<file path="src/rtl/ex_mem_reg_pkg.sv">
// Shared types for the EX/MEM pipeline register: field widths, flag bit
// positions, branch condition codes and the registered pipeline-slot layout.
package ex_mem_reg_pkg;

    localparam int DATA_W = 16;
    localparam int FLAG_W = 3;
    localparam int DST_W  = 4;
    localparam int BOP_W  = 3;

    localparam int FLAG_N = 2;
    localparam int FLAG_Z = 1;
    localparam int FLAG_V = 0;

    typedef enum logic [BOP_W-1:0] {
        BNEQ    = 3'd0,
        BEQ     = 3'd1,
        BGT     = 3'd2,
        BLT     = 3'd3,
        BGTE    = 3'd4,
        BLTE    = 3'd5,
        BOVFL   = 3'd6,
        BUNCOND = 3'd7
    } branch_op_e;

    typedef struct packed {
        logic [DATA_W-1:0] memAddr;
        logic [DATA_W-1:0] wrData;
        logic [BOP_W-1:0]  branchOp;
        logic [DST_W-1:0]  dst;
        logic              memToReg;
        logic              memValid;
        logic              memWr;
        logic              memRd;
        logic              sawBr;
        logic              sawJ;
        logic              regWe;
    } slot_t;

    // A slot is only allowed to carry side-effecting controls when it is valid.
    function automatic logic gateCtrl(input logic valid, input logic ctrl);
        return valid & ctrl;
    endfunction

endpackage

</file>
<file path="src/rtl/ex_mem_reg_if.sv">
// EX-side inputs and MEM-side outputs of the EX/MEM register, grouped as one bus.
interface ex_mem_reg_if #(parameter int CNT_W = 16);
    import ex_mem_reg_pkg::*;

    logic              stall;
    logic              flush;
    logic              exValid;
    logic [DATA_W-1:0] exAluOut;
    logic [DATA_W-1:0] exStData;
    logic [FLAG_W-1:0] exFlags;
    logic              exSetFlags;
    logic              exMemWr;
    logic              exMemRd;
    logic              exSawBr;
    logic              exSawJ;
    logic              exRegWe;
    logic              exMemToReg;
    logic [BOP_W-1:0]  exBranchOp;
    logic [DST_W-1:0]  exDst;

    logic [DATA_W-1:0] memAddr;
    logic [DATA_W-1:0] wrData;
    logic [FLAG_W-1:0] flags;
    logic              memWr;
    logic              memRd;
    logic              sawBr;
    logic              sawJ;
    logic              regWe;
    logic              memToReg;
    logic              memValid;
    logic [BOP_W-1:0]  branchOp;
    logic [DST_W-1:0]  dst;
    logic [CNT_W-1:0]  retired;

    modport master (
        output stall, flush, exValid, exAluOut, exStData, exFlags, exSetFlags,
               exMemWr, exMemRd, exSawBr, exSawJ, exRegWe, exMemToReg,
               exBranchOp, exDst,
        input  memAddr, wrData, flags, memWr, memRd, sawBr, sawJ, regWe,
               memToReg, memValid, branchOp, dst, retired
    );

    modport slave (
        input  stall, flush, exValid, exAluOut, exStData, exFlags, exSetFlags,
               exMemWr, exMemRd, exSawBr, exSawJ, exRegWe, exMemToReg,
               exBranchOp, exDst,
        output memAddr, wrData, flags, memWr, memRd, sawBr, sawJ, regWe,
               memToReg, memValid, branchOp, dst, retired
    );

endinterface

</file>
<file path="src/rtl/ex_mem_reg_flag_reg.sv">
// Architectural N/Z/V flag register: 3-bit load-enable register with sync reset.
module flag_reg
    import ex_mem_reg_pkg::*;
(
    input  logic              clk,
    input  logic              rst,
    input  logic              en,
    input  logic [FLAG_W-1:0] d,
    output logic [FLAG_W-1:0] q
);

    logic [FLAG_W-1:0] flags_r;

    // Reset wins over enable; otherwise load or hold.
    always_ff @(posedge clk) begin
        if (rst) begin
            flags_r <= 3'b000;
        end else if (en) begin
            flags_r <= d;
        end else begin
            flags_r <= flags_r;
        end
    end

    assign q = flags_r;

endmodule

</file>
<file path="src/rtl/ex_mem_reg.sv">
// EX/MEM pipeline register with flush/stall handling, the architectural flag
// register and a saturating retired-instruction counter.
module ex_mem_reg
    import ex_mem_reg_pkg::*;
#(
    parameter int CNT_W = 16
) (
    input  logic         clk,
    input  logic         rst,
    ex_mem_reg_if.slave  bus
);

    slot_t            slot_r;
    slot_t            slotNext_s;
    logic             load_s;
    logic             flagLoad_s;
    logic [CNT_W-1:0] retired_r;

    assign load_s     = ~bus.flush & ~bus.stall;
    assign flagLoad_s = load_s & bus.exValid & bus.exSetFlags;

    // Next slot contents: flush makes a bubble, stall holds, else capture EX.
    always_comb begin
        slotNext_s = slot_r;
        if (bus.flush) begin
            slotNext_s = '0;
        end else if (bus.stall) begin
            slotNext_s = slot_r;
        end else begin
            slotNext_s.memAddr  = bus.exAluOut;
            slotNext_s.wrData   = bus.exStData;
            slotNext_s.branchOp = bus.exBranchOp;
            slotNext_s.dst      = bus.exDst;
            slotNext_s.memToReg = bus.exMemToReg;
            slotNext_s.memValid = bus.exValid;
            slotNext_s.memWr    = gateCtrl(bus.exValid, bus.exMemWr);
            slotNext_s.memRd    = gateCtrl(bus.exValid, bus.exMemRd);
            slotNext_s.sawBr    = gateCtrl(bus.exValid, bus.exSawBr);
            slotNext_s.sawJ     = gateCtrl(bus.exValid, bus.exSawJ);
            slotNext_s.regWe    = gateCtrl(bus.exValid, bus.exRegWe);
        end
    end

    // Pipeline slot register.
    always_ff @(posedge clk) begin
        if (rst) begin
            slot_r <= '0;
        end else begin
            slot_r <= slotNext_s;
        end
    end

    // Retired counter: counts accepted valid instructions, sticks at all-ones.
    always_ff @(posedge clk) begin
        if (rst) begin
            retired_r <= '0;
        end else if (load_s && bus.exValid && !(&retired_r)) begin
            retired_r <= retired_r + {{(CNT_W-1){1'b0}}, 1'b1};
        end else begin
            retired_r <= retired_r;
        end
    end

    flag_reg u_flag_reg (
        .clk (clk),
        .rst (rst),
        .en  (flagLoad_s),
        .d   (bus.exFlags),
        .q   (bus.flags)
    );

    assign bus.memAddr  = slot_r.memAddr;
    assign bus.wrData   = slot_r.wrData;
    assign bus.branchOp = slot_r.branchOp;
    assign bus.dst      = slot_r.dst;
    assign bus.memToReg = slot_r.memToReg;
    assign bus.memValid = slot_r.memValid;
    assign bus.memWr    = slot_r.memWr;
    assign bus.memRd    = slot_r.memRd;
    assign bus.sawBr    = slot_r.sawBr;
    assign bus.sawJ     = slot_r.sawJ;
    assign bus.regWe    = slot_r.regWe;
    assign bus.retired  = retired_r;

endmodule

</file>
<file path="src/flat_wrapper.sv">
// flat-port wrapper written by rule: the top's interface ports become plain ports
module ex_mem_reg_flat import ex_mem_reg_pkg::*;
#(
    parameter int CNT_W = 16
)
  (clk, rst, bus_stall, bus_flush, bus_exValid, bus_exAluOut, bus_exStData, bus_exFlags, bus_exSetFlags, bus_exMemWr, bus_exMemRd, bus_exSawBr, bus_exSawJ, bus_exRegWe, bus_exMemToReg, bus_exBranchOp, bus_exDst, bus_memAddr, bus_wrData, bus_flags, bus_memWr, bus_memRd, bus_sawBr, bus_sawJ, bus_regWe, bus_memToReg, bus_memValid, bus_branchOp, bus_dst, bus_retired);
  ex_mem_reg_if #(.CNT_W(CNT_W)) bus_i ();
  input  logic clk;
  input  logic rst;
  input wire logic [$bits(bus_i.stall)-1:0] bus_stall;
  input wire logic [$bits(bus_i.flush)-1:0] bus_flush;
  input wire logic [$bits(bus_i.exValid)-1:0] bus_exValid;
  input wire logic [$bits(bus_i.exAluOut)-1:0] bus_exAluOut;
  input wire logic [$bits(bus_i.exStData)-1:0] bus_exStData;
  input wire logic [$bits(bus_i.exFlags)-1:0] bus_exFlags;
  input wire logic [$bits(bus_i.exSetFlags)-1:0] bus_exSetFlags;
  input wire logic [$bits(bus_i.exMemWr)-1:0] bus_exMemWr;
  input wire logic [$bits(bus_i.exMemRd)-1:0] bus_exMemRd;
  input wire logic [$bits(bus_i.exSawBr)-1:0] bus_exSawBr;
  input wire logic [$bits(bus_i.exSawJ)-1:0] bus_exSawJ;
  input wire logic [$bits(bus_i.exRegWe)-1:0] bus_exRegWe;
  input wire logic [$bits(bus_i.exMemToReg)-1:0] bus_exMemToReg;
  input wire logic [$bits(bus_i.exBranchOp)-1:0] bus_exBranchOp;
  input wire logic [$bits(bus_i.exDst)-1:0] bus_exDst;
  output wire logic [$bits(bus_i.memAddr)-1:0] bus_memAddr;
  output wire logic [$bits(bus_i.wrData)-1:0] bus_wrData;
  output wire logic [$bits(bus_i.flags)-1:0] bus_flags;
  output wire logic [$bits(bus_i.memWr)-1:0] bus_memWr;
  output wire logic [$bits(bus_i.memRd)-1:0] bus_memRd;
  output wire logic [$bits(bus_i.sawBr)-1:0] bus_sawBr;
  output wire logic [$bits(bus_i.sawJ)-1:0] bus_sawJ;
  output wire logic [$bits(bus_i.regWe)-1:0] bus_regWe;
  output wire logic [$bits(bus_i.memToReg)-1:0] bus_memToReg;
  output wire logic [$bits(bus_i.memValid)-1:0] bus_memValid;
  output wire logic [$bits(bus_i.branchOp)-1:0] bus_branchOp;
  output wire logic [$bits(bus_i.dst)-1:0] bus_dst;
  output wire logic [$bits(bus_i.retired)-1:0] bus_retired;
  assign bus_i.stall = bus_stall;
  assign bus_i.flush = bus_flush;
  assign bus_i.exValid = bus_exValid;
  assign bus_i.exAluOut = bus_exAluOut;
  assign bus_i.exStData = bus_exStData;
  assign bus_i.exFlags = bus_exFlags;
  assign bus_i.exSetFlags = bus_exSetFlags;
  assign bus_i.exMemWr = bus_exMemWr;
  assign bus_i.exMemRd = bus_exMemRd;
  assign bus_i.exSawBr = bus_exSawBr;
  assign bus_i.exSawJ = bus_exSawJ;
  assign bus_i.exRegWe = bus_exRegWe;
  assign bus_i.exMemToReg = bus_exMemToReg;
  assign bus_i.exBranchOp = bus_exBranchOp;
  assign bus_i.exDst = bus_exDst;
  assign bus_memAddr = bus_i.memAddr;
  assign bus_wrData = bus_i.wrData;
  assign bus_flags = bus_i.flags;
  assign bus_memWr = bus_i.memWr;
  assign bus_memRd = bus_i.memRd;
  assign bus_sawBr = bus_i.sawBr;
  assign bus_sawJ = bus_i.sawJ;
  assign bus_regWe = bus_i.regWe;
  assign bus_memToReg = bus_i.memToReg;
  assign bus_memValid = bus_i.memValid;
  assign bus_branchOp = bus_i.branchOp;
  assign bus_dst = bus_i.dst;
  assign bus_retired = bus_i.retired;
  ex_mem_reg #(.CNT_W(CNT_W)) u_core (.clk(clk), .rst(rst), .bus(bus_i));
endmodule
</file>
<file path="config.mk">
export PLATFORM = sky130hd
export DESIGN_NAME = ex_mem_reg_flat
export DESIGN_NICKNAME = d
export VERILOG_FILES = /design/src/rtl/ex_mem_reg_pkg.sv /design/src/rtl/ex_mem_reg_if.sv /design/src/rtl/ex_mem_reg_flag_reg.sv /design/src/rtl/ex_mem_reg.sv /design/src/flat_wrapper.sv
export SDC_FILE = /design/constraint.sdc
export NUM_CORES = 1
export LEC_CHECK = 0
export CORE_UTILIZATION = 44
export DETAILED_ROUTE_END_ITERATION = 7
export GPL_TIMING_DRIVEN = 0
export PLACE_DENSITY = 0.85
export SLEW_MARGIN = 20
export SYNTH_ARGS = -nofsm -noshare
export SYNTH_HDL_FRONTEND = slang
export SYNTH_SLANG_ARGS = --single-unit
</file>
<file path="constraint.sdc">
create_clock -name clk -period 2.89 [get_ports clk]
set_clock_uncertainty 0.2 [all_clocks]
set_input_delay 0.289 -clock clk [delete_from_list [all_inputs] [get_ports clk]]
set_output_delay 0.289 -clock clk [all_outputs]
set_load 0.1 [all_outputs]
</file>
**Word-level counts from Yosys, hierarchy flattened**

Cells that the tools add are included.

- Reductions and logical operators: 5
- $add $sub $neg: 1
- Bitwise operators: 10

Operator list:

| cell | count |
|---|---|
| 16-bit by 1-bit adder with 16-bit output, second input constant | 1 |
| 16-bit AND reduction | 1 |
| 1-bit AND | 8 |
| 1-bit logical AND | 2 |
| 1-bit inverter | 2 |
| 2-bit OR reduction | 1 |
| 1-bit zero test | 1 |

- Word-level logic and storage cells: 29
- Output and inout port bits: 65
- Bits in registers: 65
- Input bits: 54

**Longest topological paths before layout**

Gate-level depths: netlist of the first run.

- Depth after elaboration: 4
- Mapped depth: 6
- Depth with buffers taken out: 5

**Modules after synthesis**

A second synthesis of the first run with hierarchy kept.

- Cell total of the unflattened synthesis: 262
- Area, all modules: 2,532.4 um^2

Modules (own cells, without submodules):

| module | area an instance (um^2) | sequential area each (um^2) | cells each | instances |
|---|---|---|---|---|
| ex_mem_reg | 2,431.1 | 1,241.2 | 253 | 1 |
| flag_reg | 101.3 | 60.1 | 9 | 1 |

**Least setup slack after synthesis of the first run**

Ideal clock, no wire load.

- Path kind: reg2reg
- Start: register u_core.retired_r[1] (netlist: u_core.bus.retired[1])
- End: register u_core.retired_r[0] (netlist: u_core.bus.retired[0])
- Library setup time: 0.070 ns
- Buffers on the path: 1
- Data arrival time: 2.358 ns
- Slack: 0.262 ns
- Cell stages (with the launch flop): 7
- Cells stage by stage: dfxtp_1 -> ha_1 -> nand3_1 -> nor4_2 -> buf_2 -> o21ai_0 -> a21oi_1

- Longest elaborated chain between the ends: 3

RTL lines:

| element | RTL line | text |
|---|---|---|
| start, declared | ex_mem_reg.sv:17 | `logic [CNT_W-1:0] retired_r;` |
| start signal, assigned | ex_mem_reg.sv:58 | `retired_r <= retired_r + {{(CNT_W-1){1'b0}}, 1'b1};` |
| start signal, assigned | ex_mem_reg.sv:60 | `retired_r <= retired_r;` |
| 16-bit AND reduction | ex_mem_reg.sv:57 | `end else if (load_s && bus.exValid && !(&retired_r)) begin` |
| 1-bit zero test | ex_mem_reg.sv:57 |  |
| 1-bit logical AND | ex_mem_reg.sv:57 |  |

No other way between the ends.
A chain may end at the register's enable or synchronous reset.

**Worst setup path after layout of the first run**

- Start: register u_core.retired_r[3] (netlist: u_core.bus.retired[3])
- End: output port bus_retired[3]

RTL lines:

| element | RTL line | text |
|---|---|---|
| end, declared | flat_wrapper.sv:37 | `output wire logic [$bits(bus_i.retired)-1:0] bus_retired;` |

No word-level cell between the ends.

==> flow_metrics.py, run 1 <==
metrics = {
    "detailed_routing": {
        "drt-wirelength-per-cell_microns": 14.6,
        "drt_iter0_markers": 88,
        "vias": 2424,
        "dr.pass1.iters": 4,
        "vias_per_cell": 5.19,
        "totalWireLength_microns": 6810,
        "final_antenna_net_count": 0,
        "drc": 0,
    },
    "synthesis": {
        "syn_area_per_cell_sq_um": 9.80,
        "yosys.cell_count.top_type": "dfxtp_1",
        "yosys_warnings": 0,
        "synth_area_leaders": "dfxtp_1 51%, mux2i_1 17%, nor2_1 7.7%, a21oi_1 2.7%, o31ai_1 2.6%",
        "ys_ff_latch": 65,
        "async_reset_ff_share_pct": 0,
        "synthDominantCellAreaShare_pct": 50.7,
        "synth_cells": 262,
        "synth_commonest_cells": "65 x dfxtp_1, 53 x nor2_1, 43 x mux2i_1",
        "synth_edf_count": 0,
        "ys_seq_area_share_pct": 50.7,
        "ys.flop_type": "dfxtp_1",
        "netlist_area_sq_um": 2570,
        "yosysTopAreaCell": "dfxtp_1",
        "syn_nets": 317,
        "ys_types": 36,
    },
    "setup_path": {
        "required_ns": 2.40,
        "endpoint": "bus_retired[3]",
        "crit_chain": "clkdlybuf4s50_1",
        "critPathCaptureType": "output pin",
        "crit_family": "buffers and inverters",
        "reg2reg_to": "u_core.bus.retired[6]",
        "slowest_stage": "clkdlybuf4s50_1",
        "worst-path-buf-inv": 1,
        "critPathLaunchType": "register",
        "critPathKind": "register to output pin",
        "critPathLaunch": "u_core.bus.retired[3]",
        "reg2reg_slack_ns": 0.77,
        "path_depth": 1,
        "max_stage_delay_ns": 1.19,
        "cp_data_arrival_time_ns": 2.00,
        "cp_max_fo": 7,
        "reg2reg_depth": 6,
        "crit-reg2reg-launch": "u_core.bus.retired[0]",
    },
    "floorplanning": {
        "rows": 27,
        "ios": 119,
        "die_w_microns": 78.4,
        "initial_utilization_pct": 46.1,
        "placeableCoreArea_sq_um": 5570,
        "die_h_microns": 78.4,
        "die_area_sq_um": 6150,
    },
    "finish": {
        "fin_util_pct": 72.4,
        "nets": 446,
        "multi_input_area_sq_um": 1190,
        "regArea_sq_um": 1300,
        "fill_cells": 416,
        "design_area_sq_um": 4040,
        "area_growth_pct": 57.1,
        "layout-drive-gt1-share_pct": 6.08,
        "n_antenna_cell": 0,
    },
    "sta": {
        "worstMarginPinSlew_ns": 1.02,
        "slew_violations": 0,
        "fmax_ghz": 0.401,
        "hold_violations": 0,
        "finalCritPeriodShare_pct": 86.2,
        "fin_hold_ws_ns": 0.293,
        "finalCriticalPeriod_ns": 2.49,
        "setup_viol": 0,
        "relSlewSlack_pct": 31.8,
        "rsz0062_at_grt": "false",
        "tns_ns": 0,
    },
    "grt": {
        "grt_antenna_before_repair": 0,
        "grt.overflow.total": 0,
        "grt_usage_pct": 22.4,
        "first_global_vias": 2227,
        "grt_pass1_wl_microns": 10500,
        "grt_max_degree": 11,
    },
    "clock_network": {
        "cts_tree": "built",
        "post_cts_buffers": 0,
        "cts_sinks": 65,
        "clkLatencyLatePin_ns": 0.33,
        "cts_buffers": 9,
        "htreeDepth": 3,
        "cts_hold_buf": 0,
        "ctsResizeCount": 0,
        "cts-root-buf": "clkbuf_8",
        "clk_pin_slew_ns": 0.07,
        "clockBufferDepth": 2,
    },
    "pwr": {
        "ir_worst_vdd_uv": 247,
        "power_mw": 2.06,
        "power_density_nw_per_um2": 510,
        "p_leak_nw": 1.52,
    },
    "placed_design": {
        "portBuffers": 118,
        "place_area_sq_um": 3840,
        "gp_congestion": 0.888,
        "dp_hpwl_microns": 5100,
    },
    "min_path": {
        "min_from": "u_core.bus.dst[2]",
        "hp-class": "register to register",
        "holdPathStages": 2,
    },
    "run_status": {
        "status": "complete, no violations",
    },
    "flow_run": {
        "drv_cap": 0,
    },
}
[worst reg2reg max path, stage by stage (launching register included)]
cell     delay (ns)
dfxtp_1        0.45
ha_1           0.26
nand3_1        0.20
nor4_2         0.41
buf_2          0.27
or4_1          0.14
a21oi_1        0.06
[flip-flops by register name, indices dropped and copies added, names as in the netlist, 3 cells and up]
name / flops
u_core.u_flag_reg.q: 3
u_core.bus.memAddr: 16
u_core.bus.branchOp: 3
u_core.bus.dst: 4
u_core.bus.retired: 16
u_core.bus.wrData: 16
[per-stage QoR]
step	std cells	setup WS (ns)
after global placement	452	0.531
after detailed placement	452	0.499
after CTS	467	0.376
after floorplan	262	0.262
final	467	0.399
after global routing	467	0.345
[worst min path at each step]
stage	endpoint	slack, ns
floorplan	u_core.bus.branchOp[0]	0.23
global placement	u_core.bus.memValid	0.27
detailed placement	u_core.bus.dst[1]	0.28
CTS	u_core.bus.dst[1]	0.30
global route	u_core.bus.branchOp[1]	0.32
finish	u_core.bus.dst[2]	0.29
[placed cells by master (no fill, tap or decap), drive strengths merged, types with 3 or more instances in the layout]
master         instances
nor4                   3
nor2                  53
o31ai                  9
nand4                  5
nor2b                  3
buf                   12
inv                    5
nand3                  6
clkdlybuf4s50        118
o21ai                  4
mux2i                 43
nand2                  5
clkbuf                14
a21oi                 14
dfxtp                 65
or4                    7
a22oi                  5
or3                    5
[kinds of logic (layout without fill, tap and decap cells)]
logic type      count (synthesis)  in the layout  share of synthesized area [%]
compound gates                 34             34                           8.23
fa+ha+maj                       1              1                          0.487
buf+inv                        19            152                           3.02
flops                          65             65                           50.7
mux                            45             45                           17.6
simple gates                   98             98                           20.0
[layout make-up]
class | instances | share of cell area [%]
flip-flops and latches | 65 | 32.2
multi-input cells | 178 | 29.5
repair buffers | 118 | 29.3
clock buffers | 12 | 3.84
well taps | 72 | 2.23
plain buffers | 14 | 1.46
clock inverters | 3 | 0.992
inverters | 5 | 0.465
[per-layer routing]
| metal | vias to the layer above | global-route usage (%) | wire [microns] |
|---|---|---|---|
| li1 | 1192 | - | - |
| met1 | 1111 | 25.4 | 2840 |
| met2 | 108 | 38.6 | 3270 |
| met3 | 13 | 5.70 | 590 |
| met4 | 0 | 11.5 | 102 |
| met5 | - | 0 | 0 |
[where the power goes]
part           leakage [nW]  switching (mW)  internal, mW  total (mW)
sequential            0.528          0.0118         0.918       0.929
clock                 0.102           0.325         0.438       0.764
combinational         0.889           0.231         0.134       0.365
(Power assumes the default switching activity.)
==> inputs of run 2 (changes only) <==
--- a/config.mk
+++ b/config.mk
@@ -8,7 +8,7 @@
 export CORE_UTILIZATION = 44
 export DETAILED_ROUTE_END_ITERATION = 7
 export GPL_TIMING_DRIVEN = 0
-export PLACE_DENSITY = 0.85
+export PLACE_DENSITY_LB_ADDON = 0.12
 export SLEW_MARGIN = 20
 export SYNTH_ARGS = -nofsm -noshare
 export SYNTH_HDL_FRONTEND = slang
==> run 2 against run 1 <==
Effect of this change:
- flip-flop and latch count stayed put
- die area is the same
- design area up 0.47%
==> flow_metrics.py, run 2 (same netlist as run 1, synthesis figures left out) <==
metrics = {
    "run_status": {
        "status": "complete, no violations",
    },
    "sta": {
        "worstMarginPinSlew_ns": 1.01,
        "finalCriticalPeriod_ns": 2.51,
        "finalCritPeriodShare_pct": 86.7,
        "slew_violations": 0,
        "relSlewSlack_pct": 32.6,
        "rsz0062_at_grt": "false",
        "tns_ns": 0,
        "setup_viol": 0,
        "fmax_ghz": 0.399,
        "hold_violations": 0,
    },
    "finish": {
        "nets": 446,
        "final_common_cell": "clkdlybuf4s50_1",
        "layoutNonFillerInstCount": 467,
        "multi_input_area_sq_um": 1190,
        "n_antenna_cell": 0,
        "layout-drive-gt1-share_pct": 6.33,
        "regArea_sq_um": 1300,
        "layout_common_cells": "118 x clkdlybuf4s50_1, 65 x dfxtp_1, 53 x nor2_1",
        "area_growth_pct": 57.8,
        "fill_cells": 443,
    },
    "detailed_routing": {
        "final_antenna_net_count": 0,
        "totalWireLength_microns": 6590,
        "vias": 2413,
        "drc": 0,
        "drt_iter0_markers": 79,
        "vias_per_cell": 5.17,
        "dr.pass1.iters": 4,
        "drt-wirelength-per-cell_microns": 14.1,
    },
    "clock_network": {
        "cts_buffers": 9,
        "clkLatencyLatePin_ns": 0.33,
        "clk_pin_slew_ns": 0.06,
        "htreeDepth": 3,
        "cts_sinks": 65,
        "ctsResizeCount": 0,
        "cts-root-buf": "clkbuf_8",
        "cts_tree": "built",
        "clockBufferDepth": 2,
        "post_cts_buffers": 0,
        "cts_hold_buf": 0,
    },
    "grt": {
        "grt_max_degree": 11,
        "first_global_vias": 2236,
        "grt.overflow.total": 0,
        "grt_usage_pct": 21.9,
        "grt_pass1_wl_microns": 10400,
        "grt_antenna_before_repair": 0,
    },
    "setup_path": {
        "max_stage_delay_ns": 1.19,
        "cp_data_arrival_time_ns": 2.02,
        "critPathLaunchType": "register",
        "cp_max_fo": 7,
        "critPathCaptureType": "output pin",
        "required_ns": 2.40,
        "crit_family": "buffers and inverters",
        "slowest_stage": "clkdlybuf4s50_1",
        "crit_chain": "clkdlybuf4s50_1",
        "worst-path-buf-inv": 1,
        "reg2reg_slack_ns": 0.77,
        "critPathKind": "register to output pin",
    },
    "placed_design": {
        "portBuffers": 118,
        "gp_congestion": 0.831,
        "place_inst": 452,
        "dp_hpwl_microns": 4610,
    },
    "floorplanning": {
        "ios": 119,
        "initial_utilization_pct": 46.1,
        "rows": 27,
        "die_w_microns": 78.4,
        "placeableCoreArea_sq_um": 5570,
        "die_area_sq_um": 6150,
        "die_h_microns": 78.4,
    },
    "pwr": {
        "power.switching_uw": 570,
        "p_int_mw": 1.54,
        "pwr-share-seq_pct": 44.1,
        "sw_frac_of_total_pct": 27.0,
        "power_frac_clock_pct": 38.7,
        "pwr-share-comb_pct": 17.2,
        "power_mw": 2.11,
        "power_density_nw_per_um2": 520,
        "p_leak_nw": 1.53,
        "ir_worst_vdd_uv": 313,
    },
    "flow_run": {
        "drv_cap": 0,
    },
    "min_path": {
        "hp-class": "register to register",
    },
}
run 2: changes by cell type in the layout (fill, tap and decap cells not counted), sizes merged:
cell,previous run,this run
clkbuf,14,15
clkinv,2,1
run 2: cell type report:
cell class / count / area share (%)
Sequential cell: 65 / 32.1
Multi-Input combinational cell: 178 / 29.4
Timing Repair Buffer: 118 / 29.1
Clock buffer: 13 / 4.41
Tap cell: 72 / 2.22
Buffer: 14 / 1.45
Clock inverter: 2 / 0.864
Inverter: 5 / 0.463
run 2: per-stage QoR:
| stage | setup slack [ns] | util [%] | hold slack [ns] | cell area, sq um |
|---|---|---|---|---|
| after floorplan | 0.262 | - | 0.233 | 2570 |
| after global placement | 0.523 | 68.9 | 0.273 | 3840 |
| after detailed placement | 0.500 | 68.9 | 0.283 | 3840 |
| after CTS | 0.379 | 72.7 | 0.299 | 4050 |
| after global routing | 0.346 | 72.7 | 0.324 | 4050 |
| final | 0.383 | 72.7 | 0.293 | 4050 |
run 2: power groups by stage:
stage,combinational (mW),clock (mW),sequential [mW]
after floorplan,0.0745,0,1.11
after global routing,0.381,0.871,0.931
after CTS,0.365,0.828,0.929
final,0.363,0.817,0.929
after detailed placement,0.363,0,0.949
after global placement,0.361,0,0.948
run 2: worst paths after layout:
kind                                             start                      to  cells after the start
worst min register to register  u_core.bus.branchOp[1]  u_core.bus.branchOp[1]                      2
worst max register to register   u_core.bus.retired[0]   u_core.bus.retired[0]                      6
worst min-delay path            u_core.bus.branchOp[1]  u_core.bus.branchOp[1]                      2
worst max-delay path             u_core.bus.retired[3]          bus_retired[3]                      1
run 2: layer usage:
layer	routed length [microns]	global-route usage [%]	part of all wire (%)
met5	0	0	0
met4	104	9.26	1.6
met3	478	5.47	7.3
met2	3250	38.3	49
met1	2760	25.3	42
